`src/rtl/result_mem_uart_tx.sv`:
```
`default_nettype none
// ============================================================================
// result_mem_uart_tx : result memory plus 8N1 UART dump, high byte first
// Revision 1.0
// ============================================================================
module result_mem_uart_tx #(
  parameter int ROWS         = 2,
  parameter int COLS         = 2,
  parameter int DATA_W       = 16,
  parameter int CLKS_PER_BIT = 868
) (
  input  logic              clk,
  input  logic              rst_n,
  input  logic              write_R,
  input  logic [5:0]        write_address,
  input  logic [DATA_W-1:0] write_value,
  input  logic              start_tx,
  output logic              tx_data,
  output logic              busy,
  output logic              done
);

  localparam int N  = ROWS * COLS;
  localparam int AW = (N > 1) ? $clog2(N) : 1;
  localparam int CW = (CLKS_PER_BIT > 1) ? $clog2(CLKS_PER_BIT) : 1;
  localparam logic [AW-1:0] C_LAST_ELEM = AW'(N - 1);
  localparam logic [CW-1:0] C_BAUD_LAST = CW'(CLKS_PER_BIT - 1);
  localparam logic [6:0]    C_N_ADDR    = 7'(N);

  localparam logic [2:0] S_IDLE  = 3'd0;
  localparam logic [2:0] S_LOAD  = 3'd1;
  localparam logic [2:0] S_START = 3'd2;
  localparam logic [2:0] S_DATA  = 3'd3;
  localparam logic [2:0] S_STOP  = 3'd4;
  localparam logic [2:0] S_DONE  = 3'd5;

  logic [DATA_W-1:0] mem_q [N];
  logic [2:0]    state_q, state_d;
  logic [AW-1:0] elem_q, elem_d;
  logic          byte_hi_q, byte_hi_d;
  logic [CW-1:0] baud_q, baud_d;
  logic [2:0]    bit_q, bit_d;
  logic [7:0]    shift_q, shift_d;
  logic          tx_q, tx_d;
  logic          busy_q, busy_d;
  logic          done_q, done_d;
  logic          wr_en_w;
  logic          baud_tick_w;
  logic [DATA_W-1:0] rd_w;

  // Writes are locked out for the whole dump so the stream is a consistent snapshot.
  assign wr_en_w     = write_R && !busy_q && ({1'b0, write_address} < C_N_ADDR);
  assign baud_tick_w = (baud_q == C_BAUD_LAST);
  assign rd_w        = mem_q[elem_q];

  always_ff @(posedge clk) begin
    if (wr_en_w) begin
      mem_q[write_address[AW-1:0]] <= write_value;
    end
  end

  always_ff @(posedge clk or negedge rst_n) begin
    if (!rst_n) begin
      state_q   <= S_IDLE;
      elem_q    <= '0;
      byte_hi_q <= 1'b1;
      baud_q    <= '0;
      bit_q     <= '0;
      shift_q   <= '0;
      tx_q      <= 1'b1;
      busy_q    <= 1'b0;
      done_q    <= 1'b0;
    end else begin
      state_q   <= state_d;
      elem_q    <= elem_d;
      byte_hi_q <= byte_hi_d;
      baud_q    <= baud_d;
      bit_q     <= bit_d;
      shift_q   <= shift_d;
      tx_q      <= tx_d;
      busy_q    <= busy_d;
      done_q    <= done_d;
    end
  end

  always_comb begin
    state_d   = state_q;
    elem_d    = elem_q;
    byte_hi_d = byte_hi_q;
    baud_d    = '0;
    bit_d     = bit_q;
    shift_d   = shift_q;
    case (state_q)
      S_IDLE: begin
        if (start_tx) begin
          elem_d    = '0;
          byte_hi_d = 1'b1;
          state_d   = S_LOAD;
        end
      end
      S_LOAD: begin
        shift_d = byte_hi_q ? rd_w[15:8] : rd_w[7:0];
        bit_d   = '0;
        state_d = S_START;
      end
      S_START: begin
        baud_d = baud_q + 1'b1;
        if (baud_tick_w) begin
          baud_d  = '0;
          state_d = S_DATA;
        end
      end
      S_DATA: begin
        baud_d = baud_q + 1'b1;
        if (baud_tick_w) begin
          baud_d  = '0;
          shift_d = {1'b0, shift_q[7:1]};
          bit_d   = bit_q + 1'b1;
          if (bit_q == 3'd7) begin
            state_d = S_STOP;
          end
        end
      end
      S_STOP: begin
        baud_d = baud_q + 1'b1;
        if (baud_tick_w) begin
          baud_d = '0;
          if (byte_hi_q) begin
            byte_hi_d = 1'b0;
            state_d   = S_LOAD;
          end else if (elem_q == C_LAST_ELEM) begin
            state_d = S_DONE;
          end else begin
            elem_d    = elem_q + 1'b1;
            byte_hi_d = 1'b1;
            state_d   = S_LOAD;
          end
        end
      end
      S_DONE:  state_d = S_IDLE;
      default: state_d = S_IDLE;
    endcase
  end

  // Line level is registered from the current state, so it trails the state by one cycle.
  always_comb begin
    tx_d   = 1'b1;
    busy_d = busy_q;
    done_d = done_q;
    case (state_q)
      S_IDLE: begin
        if (start_tx) begin
          busy_d = 1'b1;
          done_d = 1'b0;
        end
      end
      S_START: tx_d = 1'b0;
      S_DATA:  tx_d = shift_q[0];
      S_DONE: begin
        busy_d = 1'b0;
        done_d = 1'b1;
      end
      default: tx_d = 1'b1;
    endcase
  end

  assign tx_data = tx_q;
  assign busy    = busy_q;
  assign done    = done_q;

endmodule
`default_nettype wire

```
`config.mk`:
```
export PLATFORM = sky130hd
export DESIGN_NAME = result_mem_uart_tx
export DESIGN_NICKNAME = d
export VERILOG_FILES = /design/src/rtl/result_mem_uart_tx.sv
export SDC_FILE = /design/constraint.sdc
export NUM_CORES = 1
export LEC_CHECK = 0
export CORE_AREA = 2 2 97 99
export CTS_BUF_LIST = sky130_fd_sc_hd__clkbuf_8
export CTS_CLUSTER_SIZE = 10
export DETAILED_ROUTE_END_ITERATION = 10
export DIE_AREA = 0 0 99 101
export GPL_ROUTABILITY_DRIVEN = 0
export GPL_TIMING_DRIVEN = 0
export PLACE_DENSITY_LB_ADDON = 0.12
export SLEW_MARGIN = 20
export SYNTH_ARGS = -nofsm -noshare
export SYNTH_HDL_FRONTEND = slang
export SYNTH_SLANG_ARGS = --single-unit
```
`constraint.sdc`:
```
create_clock -name clk -period 3.5 [get_ports clk]
set_clock_uncertainty 0.2 [all_clocks]
set_input_delay 0.35 -clock clk [delete_from_list [all_inputs] [get_ports clk]]
set_output_delay 0.35 -clock clk [all_outputs]
set_load 0.01 [all_outputs]
```
==> results of run 1 <==
-- area by class of cell --
cell class | instances | area, µm² | share of cell area [%]
flip-flops and latches | 94 | 2675 | 57.96
repair buffers | 32 | 315.3 | 6.831
inverters | 9 | 33.78 | 0.7319
well taps | 111 | 138.9 | 3.009
clock inverters | 6 | 75.07 | 1.626
multi-input cells | 162 | 1175 | 25.45
plain buffers | 13 | 65.06 | 1.410
clock buffers | 10 | 137.6 | 2.982
-- per-layer routing --
layer / global-route usage, % / up-vias
met2: 27.08 / 24
met4: 5.374 / 0
met1: 20.27 / 1174
li1: - / 1147
met3: 3.953 / 10
met5: 0 / -
-- power groups by stage --
stage	registers, mW	clock network [mW]	logic [mW]
6_report	1.19	0.768	0.0440
5_1_grt	1.19	0.831	0.0483
4_1_cts	1.19	0.783	0.0449
3_5_place_dp	1.21	0	0.0441
3_3_place_gp	1.21	0	0.0428
2_1_floorplan	1.21	0	0.000867
-- how the worst max path moves through the flow --
stage | startpoint | end | depth (start not counted)
3_3_place_gp | write_address[4] | mem_q[0][1] | 4
3_5_place_dp | write_address[4] | mem_q[0][1] | 5
4_1_cts | busy | mem_q[0][9] | 4
6_report | busy | mem_q[0][1] | 4
5_1_grt | busy | mem_q[0][13] | 4
2_1_floorplan | busy | mem_q[0][0] | 3
-- cell families after synthesis --
logic type	count (synthesis)
XOR/XNOR	7
flip-flops	94
AND/OR/NAND/NOR	70
multiplexers	33
AO/OA/AOI/OAI	48
buffers and inverters	22
adder cells (fa/ha/maj)	4
-- synth_stat cells (3+ instances only) --
master | instances | area (µm²)
xnor2_1 | 5 | 43.79
inv_1 | 9 | 33.78
mux2i_1 | 30 | 300.3
nand2_1 | 11 | 41.29
o22ai_1 | 14 | 87.58
clkbuf_1 | 4 | 15.01
o21ai_1 | 9 | 45.04
dfrtp_1 | 28 | 700.7
buf_2 | 7 | 35.03
nand2b_1 | 4 | 25.02
o221ai_1 | 7 | 61.31
a21oi_1 | 7 | 35.03
nor3_1 | 3 | 15.01
ha_1 | 4 | 50.05
edfxtp_1 | 64 | 1922
o21ai_0 | 6 | 30.03
nand3_1 | 15 | 75.07
nor2_1 | 18 | 67.56
-- critical path: stages (launching register included) --
cell     delay (ns)
dfrtp_1        0.41
or4b_1         0.52
nor3_1         0.35
nor3b_2        0.72
buf_4          0.32
-- sequential cells by signal, summed over array words and instances, names as in the netlist --
| name | count |
|---|---|
| bit_q | 3 |
| done | 1 |
| byte_hi_q | 1 |
| shift_q | 8 |
| busy | 1 |
| mem_q | 64 |
| elem_q | 2 |
| state_q | 3 |
| baud_q | 10 |
| tx_data | 1 |
-- stage by stage --
step / std cells / setup WS (ns) / instance area (µm²)
after detailed placement: 420 / 0.2960 / 4393
after global routing: 437 / 0.4995 / 4616
final: 437 / 0.6845 / 4616
after global placement: 417 / -0.9900 / 4358
after CTS: 437 / 0.6295 / 4616
after floorplan: 278 / 0.4225 / 3939
==> flow_metrics.env, run 1 <==
export IMPL_htree_levels=3
export IMPL_synth_compound_area_share_pct=7.973
export IMPL_hold_ws_ns=0.2888
export IMPL_cp_max_fo=9
export IMPL_cts_sinks=94
export IMPL_yosys_most_used_dff="edfxtp_1"
export IMPL_fin_util_pct=51.41
export IMPL_syn_area_um2=3939
export IMPL_setup_tns_final_ns=0
export IMPL_postCtsSetupRepairBufs=0
export IMPL_die_w_um=99
export IMPL_fin_nets=351
export IMPL_yosys_warnings=0
export IMPL_r2r_cells=4
export IMPL_start_util_pct=43.87
export IMPL_via_count=2355
export IMPL_async_reset_ff_share_pct=31.91
export IMPL_synth_xor_area_share_pct=1.557
export IMPL_synth_top_family_by_area="simple AND/OR/NAND/NOR gates"
export IMPL_rsz0062_at_grt="false"
export IMPL_ff2ff_setup_slack_ns=0.68
export IMPL_vias_per_cell=5.389
export IMPL_cp_arrival_ns=2.69
export IMPL_netSwitchingFraction_pct=21.27
export IMPL_syn_nets=308
export IMPL_cts_root_buf="clkbuf_8"
export IMPL_p_seq_share_pct=59.4
export IMPL_worst_ir_drop_vdd_mv=0.2452
export IMPL_hold_start="shift_q[0]"
export IMPL_reg2reg_to="mem_q[0][1]"
export IMPL_grt_pass1_wl_um=11810
export IMPL_highest_layer="met4"
export IMPL_cap_violations=0
export IMPL_grt_pass1_vias=2295
export IMPL_yosys_area_share_adder_pct=1.271
export IMPL_start_kind="flip-flop"
export IMPL_status="completed"
export IMPL_max_freq_ghz=0.3552
export IMPL_wl_met2_um=3701
export IMPL_synthCells=278
export IMPL_cts_hold_buf=1
export IMPL_holdPathEnd="tx_data"
export IMPL_synth_simple_area_share_pct=9.720
export IMPL_wirelength_um=7343
export IMPL_power_mw=2.000
export IMPL_antenna_found_initial=0
export IMPL_grt_usage_pct=16.01
export IMPL_p_int_mw=1.575
export IMPL_hold_depth=2
export IMPL_tightest_slew_ns=0.8744
export IMPL_met3_length_um=201
export IMPL_power_switching_uw=425.5
export IMPL_io_pin_count=29
export IMPL_synth_cell_types=43
export IMPL_leakage_nw=1.595
export IMPL_cts_tree="built"
export IMPL_relSlewSlack_pct=41.71
export IMPL_grt_max_degree=31
export IMPL_drt_iter0_drc=83
export IMPL_avgSynthCellArea_um2=14.17
export IMPL_cp_end_kind="flip-flop"
export IMPL_period_needed_ns=2.815
export IMPL_overflow=0
export IMPL_powerDensity_nw_per_um2=433.4
export IMPL_design_core_area_um2=8977
export IMPL_dpl_hpwl_um=4922
export IMPL_critical_path_class="flip-flop to flip-flop"
export IMPL_cts_buffers=9
export IMPL_ys_seq_area_share_pct=67.92
export IMPL_postRouteAntennaNets=0
export IMPL_synth_edf_count=64
export IMPL_hold_path_class="flip-flop to flip-flop"
export IMPL_die_area_um2=9999
export IMPL_n_antenna_cell=0
export IMPL_post_route_drc_count=0
export IMPL_wl_met1_um=3327
export IMPL_synthMuxAreaShare_pct=9.053
export IMPL_die_y_um=101
export IMPL_path_clk_slew_ns=0.10
export IMPL_drive_gt1_share_pct=12.58
export IMPL_detail_route_wl_per_cell_um=16.80
export IMPL_clk_latency_ns=0.37
export IMPL_row_count=35
export IMPL_clock_path_buffers=2
export IMPL_clock_power_share_pct=38.4
export IMPL_setup_viol=0
export IMPL_areaGrowthSynthToFinish_pct=17.19
export IMPL_r2r_start="busy"
export IMPL_ys_seq_elements=94
export IMPL_portBuffers=28
export IMPL_final_cell_mix="64 x edfxtp_1, 30 x mux2i_1, 28 x dfrtp_1, 27 x clkdlybuf4s50_1, 16 x nor2_1"
export IMPL_fillCellCount=769
export IMPL_comb_power_share_pct=2.2
export IMPL_cts_resized_gates=0
export IMPL_worstPathRequired_ns=3.37
export IMPL_drv_slew=0
export IMPL_layout_commonest_cell="edfxtp_1"
export IMPL_finalHoldViolations=0
export IMPL_first_pass_iters=4
export IMPL_fin_crit_sh_pct=80.44
(Power assumes the default switching activity.)
==> inputs of run 2 (changes only) <==
==> constraint.sdc (replaced) <==
create_clock -name clk -period 2.6 [get_ports clk]
set_clock_uncertainty 0.2 [all_clocks]
set_input_delay 0.26 -clock clk [delete_from_list [all_inputs] [get_ports clk]]
set_output_delay 0.26 -clock clk [all_outputs]
set_load 0.01 [all_outputs]
==> run 2 against run 1 <==
  * Die area unchanged
  * Sequential cell count unchanged
  * Hold slack got worse by 0.016 ns
  * Clock power up 26%
  * Sequential share of layout area down 0.28 points
  * Final cell count grew 0.46%
  * Non-clock buffer count rose by 2
==> flow_metrics.env, run 2 (synthesized netlist as in run 1, its figures left out) <==
export IMPL_critPathSlowestCell="or4b_1"
export IMPL_start_kind="flip-flop"
export IMPL_layout_commonest_cell="edfxtp_1"
export IMPL_overflow=0
export IMPL_largest_reg_flops=64
export IMPL_post_place_ws_ns=-0.4227
export IMPL_first_pass_iters=4
export IMPL_post_place_cells=420
export IMPL_clock_path_buffers=2
export IMPL_detail_route_wl_per_cell_um=17.10
export IMPL_r2r_cells=5
export IMPL_dpl_hpwl_um=4986
export IMPL_fin_crit_sh_pct=90.32
export IMPL_powerDensity_nw_per_um2=566.3
export IMPL_cts_tree="built"
export IMPL_setup_viol=0
export IMPL_final_cell_mix="64 x edfxtp_1, 30 x mux2i_1, 28 x dfrtp_1, 27 x clkdlybuf4s50_1, 16 x nor2_1"
export IMPL_hold_path_class="input port to asynchronous set/reset pin"
export IMPL_cts_root_buf="clkbuf_8"
export IMPL_die_y_um=101
export IMPL_row_count=35
export IMPL_status="completed"
export IMPL_drt_iter0_drc=115
export IMPL_cap_violations=0
export IMPL_final_cell_count_no_fill=439
export IMPL_wirelength_um=7507
export IMPL_cp_end_kind="flip-flop"
export IMPL_worstPathRequired_ns=2.47
export IMPL_relSlewSlack_pct=54.62
export IMPL_via_count=2305
export IMPL_rsz0062_at_grt="false"
export IMPL_path_clk_slew_ns=0.09
export IMPL_max_freq_ghz=0.4258
export IMPL_fillCellCount=772
export IMPL_portBuffers=28
export IMPL_cts_buffers=9
export IMPL_die_area_um2=9999
export IMPL_fin_util_pct=51.67
export IMPL_grt_pass1_wl_um=12340
export IMPL_ff2ff_setup_slack_ns=0.25
export IMPL_worst_ir_drop_vdd_mv=0.3438
export IMPL_htree_levels=3
export IMPL_postRouteAntennaNets=0
export IMPL_cp_arrival_ns=2.22
export IMPL_cp_max_fo=9
export IMPL_max_stage_delay_ns=0.54
export IMPL_clock_power_share_pct=36.8
export IMPL_antenna_found_initial=0
export IMPL_design_core_area_um2=8977
export IMPL_worst_slack_ns=0.2516
export IMPL_die_w_um=99
export IMPL_grt_usage_pct=16.31
export IMPL_areaGrowthSynthToFinish_pct=17.76
export IMPL_power_switching_uw=544.4
export IMPL_start_util_pct=43.87
export IMPL_finalHoldViolations=0
export IMPL_n_antenna_cell=0
export IMPL_period_needed_ns=2.348
export IMPL_drive_gt1_share_pct=13.41
export IMPL_hold_ws_ns=0.2730
export IMPL_comb_power_share_pct=2.3
export IMPL_p_int_mw=2.082
export IMPL_grt_pass1_vias=2451
export IMPL_clk_latency_ns=0.36
export IMPL_io_pin_count=29
export IMPL_post_route_drc_count=0
export IMPL_cp_cell_sequence="or4b_1 > nor3_2 > nand2_1 > nor2_4 > buf_6"
export IMPL_tightest_slew_ns=0.6806
export IMPL_grt_max_degree=31
export IMPL_leakage_nw=1.609
export IMPL_drv_slew=0
export IMPL_netSwitchingFraction_pct=20.72
export IMPL_power_mw=2.627
export IMPL_cts_sinks=94
export IMPL_fin_nets=353
export IMPL_p_seq_share_pct=60.9
export IMPL_critical_path_class="flip-flop to flip-flop"
export IMPL_vias_per_cell=5.251
run 2: stage by stage:
step / TNS (ns) / area, µm²
after global placement: -42.47 / 4363
after detailed placement: -17.42 / 4403
after floorplan: 0 / 3944
final: 0 / 4638
after CTS: 0 / 4633
after global routing: 0 / 4638
run 2: cell type report:
type                       count  area [µm²]  area share (%)
sequential                    94        2675           57.67
buffer                        13       65.06           1.403
inverter                       9       33.78          0.7284
clock inverter                 7       70.07           1.511
multi-input combinational    162        1197           25.82
timing repair buffer          34       334.1           7.203
tap                          111       138.9           2.994
clock buffer                   9       123.9           2.671
run 2: layer usage:
layer | track usage (%) | routed length, µm | vias up
met5 | 0 | 0 | -
met4 | 5.479 | 110 | 0
met3 | 3.675 | 178 | 8
met2 | 28.12 | 3775 | 26
met1 | 20.39 | 3442 | 1129
li1 | - | - | 1142
run 2: final timing paths:
| check | to | start |
|---|---|---|
| max reg2reg | mem_q[1][11] | busy |
| min reg2reg | bit_q[0] | bit_q[0] |
| max | mem_q[1][11] | busy |
| min | done | rst_n |
| min in group clk | bit_q[0] | bit_q[0] |
| max in group asynchronous | elem_q[1] | rst_n |
run 2: repair_timing:
action / 4_1_cts / 5_1_grt
endpoints found under the setup margin: 40 / 16
pin swaps: 0 / 0
gates resized for setup: 3 / 1
hold buffers: 1 / 0
buffers inserted: 2 / 0
endpoints found under the hold margin: 28 / 0
run 2: worst max-delay path, delay by kind of cell (launching register included):
| kind | cells | cell delay, ns |
|---|---|---|
| and+or+nand+nor | 4 | 1.25 |
| buffers and inverters | 1 | 0.20 |
| DFF | 1 | 0.41 |
run 2: power groups by stage:
stage	Combinational (mW)	Clock (mW)	Sequential (mW)
finish	0.0605	0.966	1.60
global route	0.0671	1.04	1.60
CTS	0.0614	0.996	1.60
detailed placement	0.0596	0	1.63
global placement	0.0579	0	1.63
floorplan	0.00118	0	1.63
==> inputs of run 3 (changes only) <==
==> constraint.sdc (replaced) <==
create_clock -name clk -period 2.3 [get_ports clk]
set_clock_uncertainty 0.2 [all_clocks]
set_input_delay 0.23 -clock clk [delete_from_list [all_inputs] [get_ports clk]]
set_output_delay 0.23 -clock clk [all_outputs]
set_load 0.01 [all_outputs]
==> run 3 against run 2 <==
  * Sequential cell count stayed put
  * Sequential power is 13% higher
  * Hold slack worse by 0.024 ns
  * Global-route usage is 0.46 points lower
  * Critical path depth is 1 higher
  * Total power is 10% higher
  * Critical endpoint is now bit_q[2]
  * Critical path type unchanged
  * Sequential share of layout area is 0.31 points lower
  * Clock power is 6% higher
==> flow_metrics.env, run 3 (synthesized netlist as in run 1, its figures left out) <==
export IMPL_final_cell_mix="64 x edfxtp_1, 30 x mux2i_1, 28 x dfrtp_1, 27 x clkdlybuf4s50_1, 16 x nor2_1"
export IMPL_die_w_um=99
export IMPL_clock_path_buffers=2
export IMPL_n_antenna_cell=0
export IMPL_finish_instance_area_um2=4663
export IMPL_fin_nets=353
export IMPL_start_util_pct=43.87
export IMPL_leakage_nw=1.609
export IMPL_max_freq_ghz=0.4433
export IMPL_drt_iter0_drc=194
export IMPL_setup_tns_final_ns=0
export IMPL_r2r_cells=6
export IMPL_first_pass_iters=4
export IMPL_grt_max_degree=31
export IMPL_cap_violations=0
export IMPL_grt_pass1_wl_um=11910
export IMPL_status="completed"
export IMPL_cp_arrival_ns=2.32
export IMPL_largest_reg_flops=64
export IMPL_fin_crit_sh_pct=98.07
export IMPL_rsz0062_at_grt="false"
export IMPL_final_cell_count_no_fill=438
export IMPL_drive_gt1_share_pct=13.15
export IMPL_portBuffers=28
export IMPL_endpoint="bit_q[2]"
export IMPL_grt_usage_pct=15.85
export IMPL_period_needed_ns=2.256
export IMPL_placed_area_um2=4374
export IMPL_dpl_hpwl_um=4568
export IMPL_design_core_area_um2=8977
export IMPL_worst_ir_drop_vdd_mv=0.3937
export IMPL_drv_slew=0
export IMPL_post_place_cells=417
export IMPL_overflow=0
export IMPL_row_count=35
export IMPL_die_area_um2=9999
export IMPL_cp_max_fo=9
export IMPL_path_clk_slew_ns=0.09
export IMPL_cts_tree="built"
export IMPL_die_y_um=101
export IMPL_io_pin_count=29
export IMPL_setup_viol=0
export IMPL_startpoint="state_q[2]"
export IMPL_hold_path_class="input port to asynchronous set/reset pin"
export IMPL_worstPathRequired_ns=2.36
export IMPL_htree_levels=3
export IMPL_layout_commonest_cell="edfxtp_1"
export IMPL_reg2reg_to="bit_q[2]"
export IMPL_start_kind="flip-flop"
export IMPL_areaGrowthSynthToFinish_pct=18.39
export IMPL_antenna_found_initial=0
export IMPL_clk_latency_ns=0.35
export IMPL_critical_path_class="flip-flop to flip-flop"
export IMPL_worst_slack_ns=0.04429
export IMPL_wirelength_um=7209
export IMPL_ff2ff_setup_slack_ns=0.04
export IMPL_via_count=2338
export IMPL_cts_sinks=94
export IMPL_cp_end_kind="flip-flop"
export IMPL_postRouteAntennaNets=0
export IMPL_finalHoldViolations=0
export IMPL_cts_buffers=9
export IMPL_post_route_drc_count=0
export IMPL_tightest_slew_ns=0.6905
export IMPL_powerDensity_nw_per_um2=620.3
export IMPL_grt_pass1_vias=2380
export IMPL_relSlewSlack_pct=53.97
export IMPL_detail_route_wl_per_cell_um=16.46
export IMPL_post_place_ws_ns=-0.6407
export IMPL_vias_per_cell=5.338
export IMPL_cts_root_buf="clkbuf_8"
export IMPL_r2r_start="state_q[2]"
## run 3: cell count changes in the layout (fill, tap and decap cells not counted), moves of 2 or more
cell | before | now
clkinv_2 | 2 | 0
buf_12 | 0 | 3
inv_1 | 9 | 11
buf_6 | 4 | 1
inv_6 | 3 | 1
## run 3: report_power, final
group / switching (mW) / internal, mW
combinational: 0.0304 / 0.0387
clock: 0.528 / 0.487
sequential: 0.000485 / 1.81
total: 0.559 / 2.33
## run 3: layout make-up
cell class                      count  area (µm²)
Tap cell                          111       138.9
Multi-Input combinational cell    162        1210
Clock buffer                        9       123.9
Fill cell                         755        4314
Buffer                             13       66.31
Sequential cell                    94        2675
Clock inverter                      6       55.05
Inverter                            9       33.78
Timing Repair Buffer               34       360.3
## run 3: routing by layer
| metal | GRT usage (%) | part of all wire, % |
|---|---|---|
| met1 | 19.92 | 45 |
| met2 | 25.99 | 49 |
| met3 | 4.022 | 3.4 |
| met4 | 7.165 | 2.6 |
| met5 | 0 | 0 |
## run 3: repair_timing
| action | 4_1_cts | 5_1_grt |
|---|---|---|
| pin swaps | 2 | 0 |
| resized for setup | 4 | 4 |
| hold endpoints to repair | 28 | 0 |
| setup buffers | 5 | 0 |
| hold buffers | 1 | 0 |
| endpoints found under the setup margin | 64 | 26 |
## run 3: metrics by stage
step / utilization (%) / total power [mW] / hold slack (ns)
floorplan: - / 1.848 / -0.2656
global placement: 48.78 / 1.912 / 0.2714
detailed placement: 48.72 / 1.913 / 0.1143
CTS: 51.83 / 2.926 / 0.2551
global route: 51.94 / 3.007 / 0.2881
finish: 51.94 / 2.893 / 0.2494
## run 3: how the worst min path moves through the flow
stage | from | to | depth (start not counted) | slack [ns]
6_report | rst_n | done | 2 | 0.25
5_1_grt | rst_n | busy | 2 | 0.29
4_1_cts | rst_n | done | 2 | 0.26
3_5_place_dp | rst_n | done | 1 | 0.11
3_3_place_gp | bit_q[0] | bit_q[0] | 1 | 0.27
2_1_floorplan | rst_n | baud_q[0] | 0 | -0.27
## run 3: critical path, cell delays in order (launching register included)
cell and delay [ns]:
dfrtp_1 0.36, buf_2 0.16, nand3b_1 0.40, or4_4 0.57, and2_1 0.19, buf_6 0.14, o31ai_4 0.16
==> variant 1, RTL diff (settings of run 1) <==
Set the parameter `COLS` to 4 (it was 2).
--- a/src/rtl/result_mem_uart_tx.sv
+++ b/src/rtl/result_mem_uart_tx.sv
@@ -7,3 +7,3 @@
   parameter int ROWS         = 2,
-  parameter int COLS         = 2,
+  parameter int COLS         = 4,
   parameter int DATA_W       = 16,
Behaviour: no difference found for any inputs over 10 cycles, from zero or initial values and one cycle with rst_n low; that may be too few to reach the edited logic, so the function may still have changed.
==> variant 1 against run 1 <==
Synthesized cell count rose by 31%. Setup slack improved by 0.14 ns. Critical path depth rose by 1. Worst hold slack got worse by 0.017 ns. Wire length rose by 78%. Total power rose by 90%. Sequential cell count rose by 65. Final cell count rose by 25%. Largest cell class unchanged. Area after synthesis rose by 65%. Global-route usage rose by 12 points. Non-clock buffer count rose by 11. First-iteration DRC count rose to 3.1 times the old value. Design area rose by 61%.
==> variant 1: results <==
set metrics [dict create \
    status "completed" \
    hold_path_class "primary input to async pin" \
    grt_usage_pct 28.4 \
    wl_met2_mm 6.80 \
    yosys-top-cells-area "edfxtp_1 (59%), dfrtp_1 (11%), mux4_2 (6.3%)" \
    ir_drop_v 0.000361 \
    synth_fa_ha_area_share_pct 0.965 \
    drt_pass1_iterations 5 \
    power_frac_comb_pct 7.3 \
    grt_util_met1_pct 35.8 \
    wl_met3_microns 689 \
    wl_per_cell_microns 23.9 \
    dr.first_iter.drc_count 258 \
    grt_pass1_wl_mm 20.4 \
    synth_xor_area_share_pct 1.08 \
    critPathArrivalTime_ns 2.65 \
    asyncSetResetFlopFracSynth_pct 19.5 \
    tightest_slew_ns 0.771 \
    p_switching_mw 1.00 \
    placed_cells 513 \
    fillers 416 \
    drt-met1-wl_mm 5.09 \
    yosysSeqAreaShare_pct 71.3 \
    synth_cells 364 \
    netlist_top_cells_count "edfxtp_1 (128), dfrtp_1 (29), nand2_1 (23), nor2_1 (23), mux4_2 (18)" \
    hpwl_mm 8.51 \
    synth_compound_area_share_pct 5.06 \
    power_clock_mw 1.32 \
    path_max_fanout 7 \
    port-buffer-count 28 \
    met2_usage_pct 48.5 \
    clk-insertion-delay-late_ns 0.45 \
    layout.nets 453 \
    whs_ns 0.272 \
    drive_gt1_share_pct 18.4 \
    finalNonFillerCells 546 \
    grt_pass1_vias 3763 \
    largest_reg_flops 128 \
    synth_mux_area_share_pct 13.0 \
    grt_max_degree 32 \
    synth_nets 395 \
    clockBufferDepth 2 \
    cts_buffers 17 \
    cts_max_level 4 \
    reg2regPathDepth 5 \
    vias 3623 \
    synth_edf_count 128 \
    leakagePower_nw 2.56 \
]
-- variant 1: timing repair --
action,in CTS,in global routing
setup endpoints to repair,0,0
endpoints found under the hold margin,29,0
hold buffers,1,0
-- variant 1: final cells by class --
type	count	area share [%]
flip-flops and latches	159	62.2
repair buffers	39	5.20
plain buffers	17	1.53
inverters	7	0.354
clock buffers	17	3.15
clock inverters	15	2.24
multi-input cells	181	23.5
well taps	111	1.87
-- variant 1: critical path, cell delays in order, from the launching register on --
cell and delay [ns]:
dfrtp_1 0.43, nor4_1 0.37, nand3b_1 0.27, nor3_2 0.63, buf_4 0.31, buf_4 0.18
-- variant 1: metrics by stage --
stage	total power [mW]	setup slack (ns)	instance area [sq um]	setup TNS, ns
CTS	3.81	0.776	7430	0
global route	3.92	0.643	7430	0
detailed placement	2.51	0.472	7020	0
finish	3.80	0.821	7430	0
global placement	2.49	-0.694	6900	-21.12
floorplan	2.40	0.807	6480	0
==> variant 2, RTL diff (flow settings as in run 1) <==
Made on the original files. Take the reset off `shift_q` and load it in a clocked block of its own.
--- a/src/rtl/result_mem_uart_tx.sv
+++ b/src/rtl/result_mem_uart_tx.sv
@@ -68,3 +68,2 @@
       bit_q     <= '0;
-      shift_q   <= '0;
       tx_q      <= 1'b1;
@@ -78,3 +77,2 @@
       bit_q     <= bit_d;
-      shift_q   <= shift_d;
       tx_q      <= tx_d;
@@ -83,2 +81,6 @@
     end
+  end
+
+  always_ff @(posedge clk) begin
+    shift_q <= shift_d;
   end
Check against the original RTL: same outputs for any inputs over 10 cycles, from zero or initial values and one cycle with rst_n low; that may be too few to reach the edited logic, so the function may still have changed.
==> variant 2 against run 1 <==
Wire length decreased by 4.3%. Design area down 2.0%. Total power down 3.6%. Setup slack improved by 0.024 ns. Via count down 8.5%. Utilization is 1.0 points lower. Sequential cell count did not move. Area after synthesis down 2.1%. Critical endpoint is now shift_q[7]. Largest cell class unchanged. Largest power group unchanged.
==> variant 2: results <==
set metrics [dict create \
    synth_compound_area_share_pct 4.48 \
    asyncSetResetFlopFracSynth_pct 23.4 \
    via_per_inst 5.27 \
    period_needed_ns 2.79 \
    layout.nets 324 \
    grt_max_degree 23 \
    leakagePower_nw 1.53 \
    yosys-top-cells-area "edfxtp_1 (56%), dfrtp_1 (13%), mux4_2 (9.3%)" \
    critPathArrivalTime_ns 2.57 \
    synth_xor_area_share_pct 1.59 \
    place_ws_ns 0.675 \
    yosysSeqAreaShare_pct 70.4 \
    status "completed" \
    synth_nets 278 \
    drt-total-wl_mm 7.03 \
    crit_end "shift_q[7]" \
    seqPwrFrac_pct 62.2 \
    grt_pass1_wl_mm 11.2 \
    reg2regPathDepth 5 \
    hpwl_mm 4.64 \
    hp-start "shift_q[0]" \
    p_int_mw 1.55 \
    fillers 764 \
    seq_share_pct 60.0 \
    grt_pass1_vias 2218 \
    synth_edf_count 72 \
    place_area_sq_mm 0.00434 \
    nonClockInverterCount 10 \
    synth.distinct_cells 35 \
]
==> variant 2: stage by stage <==
step                      std cells  hold WS, ns  utilization [%]
after global routing            409        0.317             50.4
after detailed placement        393        0.240             48.3
final                           409        0.264             50.4
after floorplan                 248       -0.146                -
after global placement          387        0.245             47.6
after CTS                       408        0.262             50.4
==> variant 2: routing by layer <==
metal,track usage [%],vias up,wire length [microns]
met5,0,-,0
met2,24.9,37,3450
met4,4.85,0,85
li1,-,1030,-
met3,3.61,7,239
met1,19.3,1081,3250
==> variant 2: worst max-delay path, cell delays in order, from the launching register on <==
cell      delay [ns]
dfrtp_1         0.40
ha_1            0.24
nand4b_1        0.17
or3_4           0.43
clkbuf_1        0.23
a21oi_1         0.74
==> variant 2: cell families after synthesis <==
| logic type | after synthesis |
|---|---|
| buf+inv | 20 |
| fa+ha+maj | 4 |
| mux | 24 |
| flops | 94 |
| xor+xnor | 7 |
| simple gates | 69 |
| compound gates | 30 |
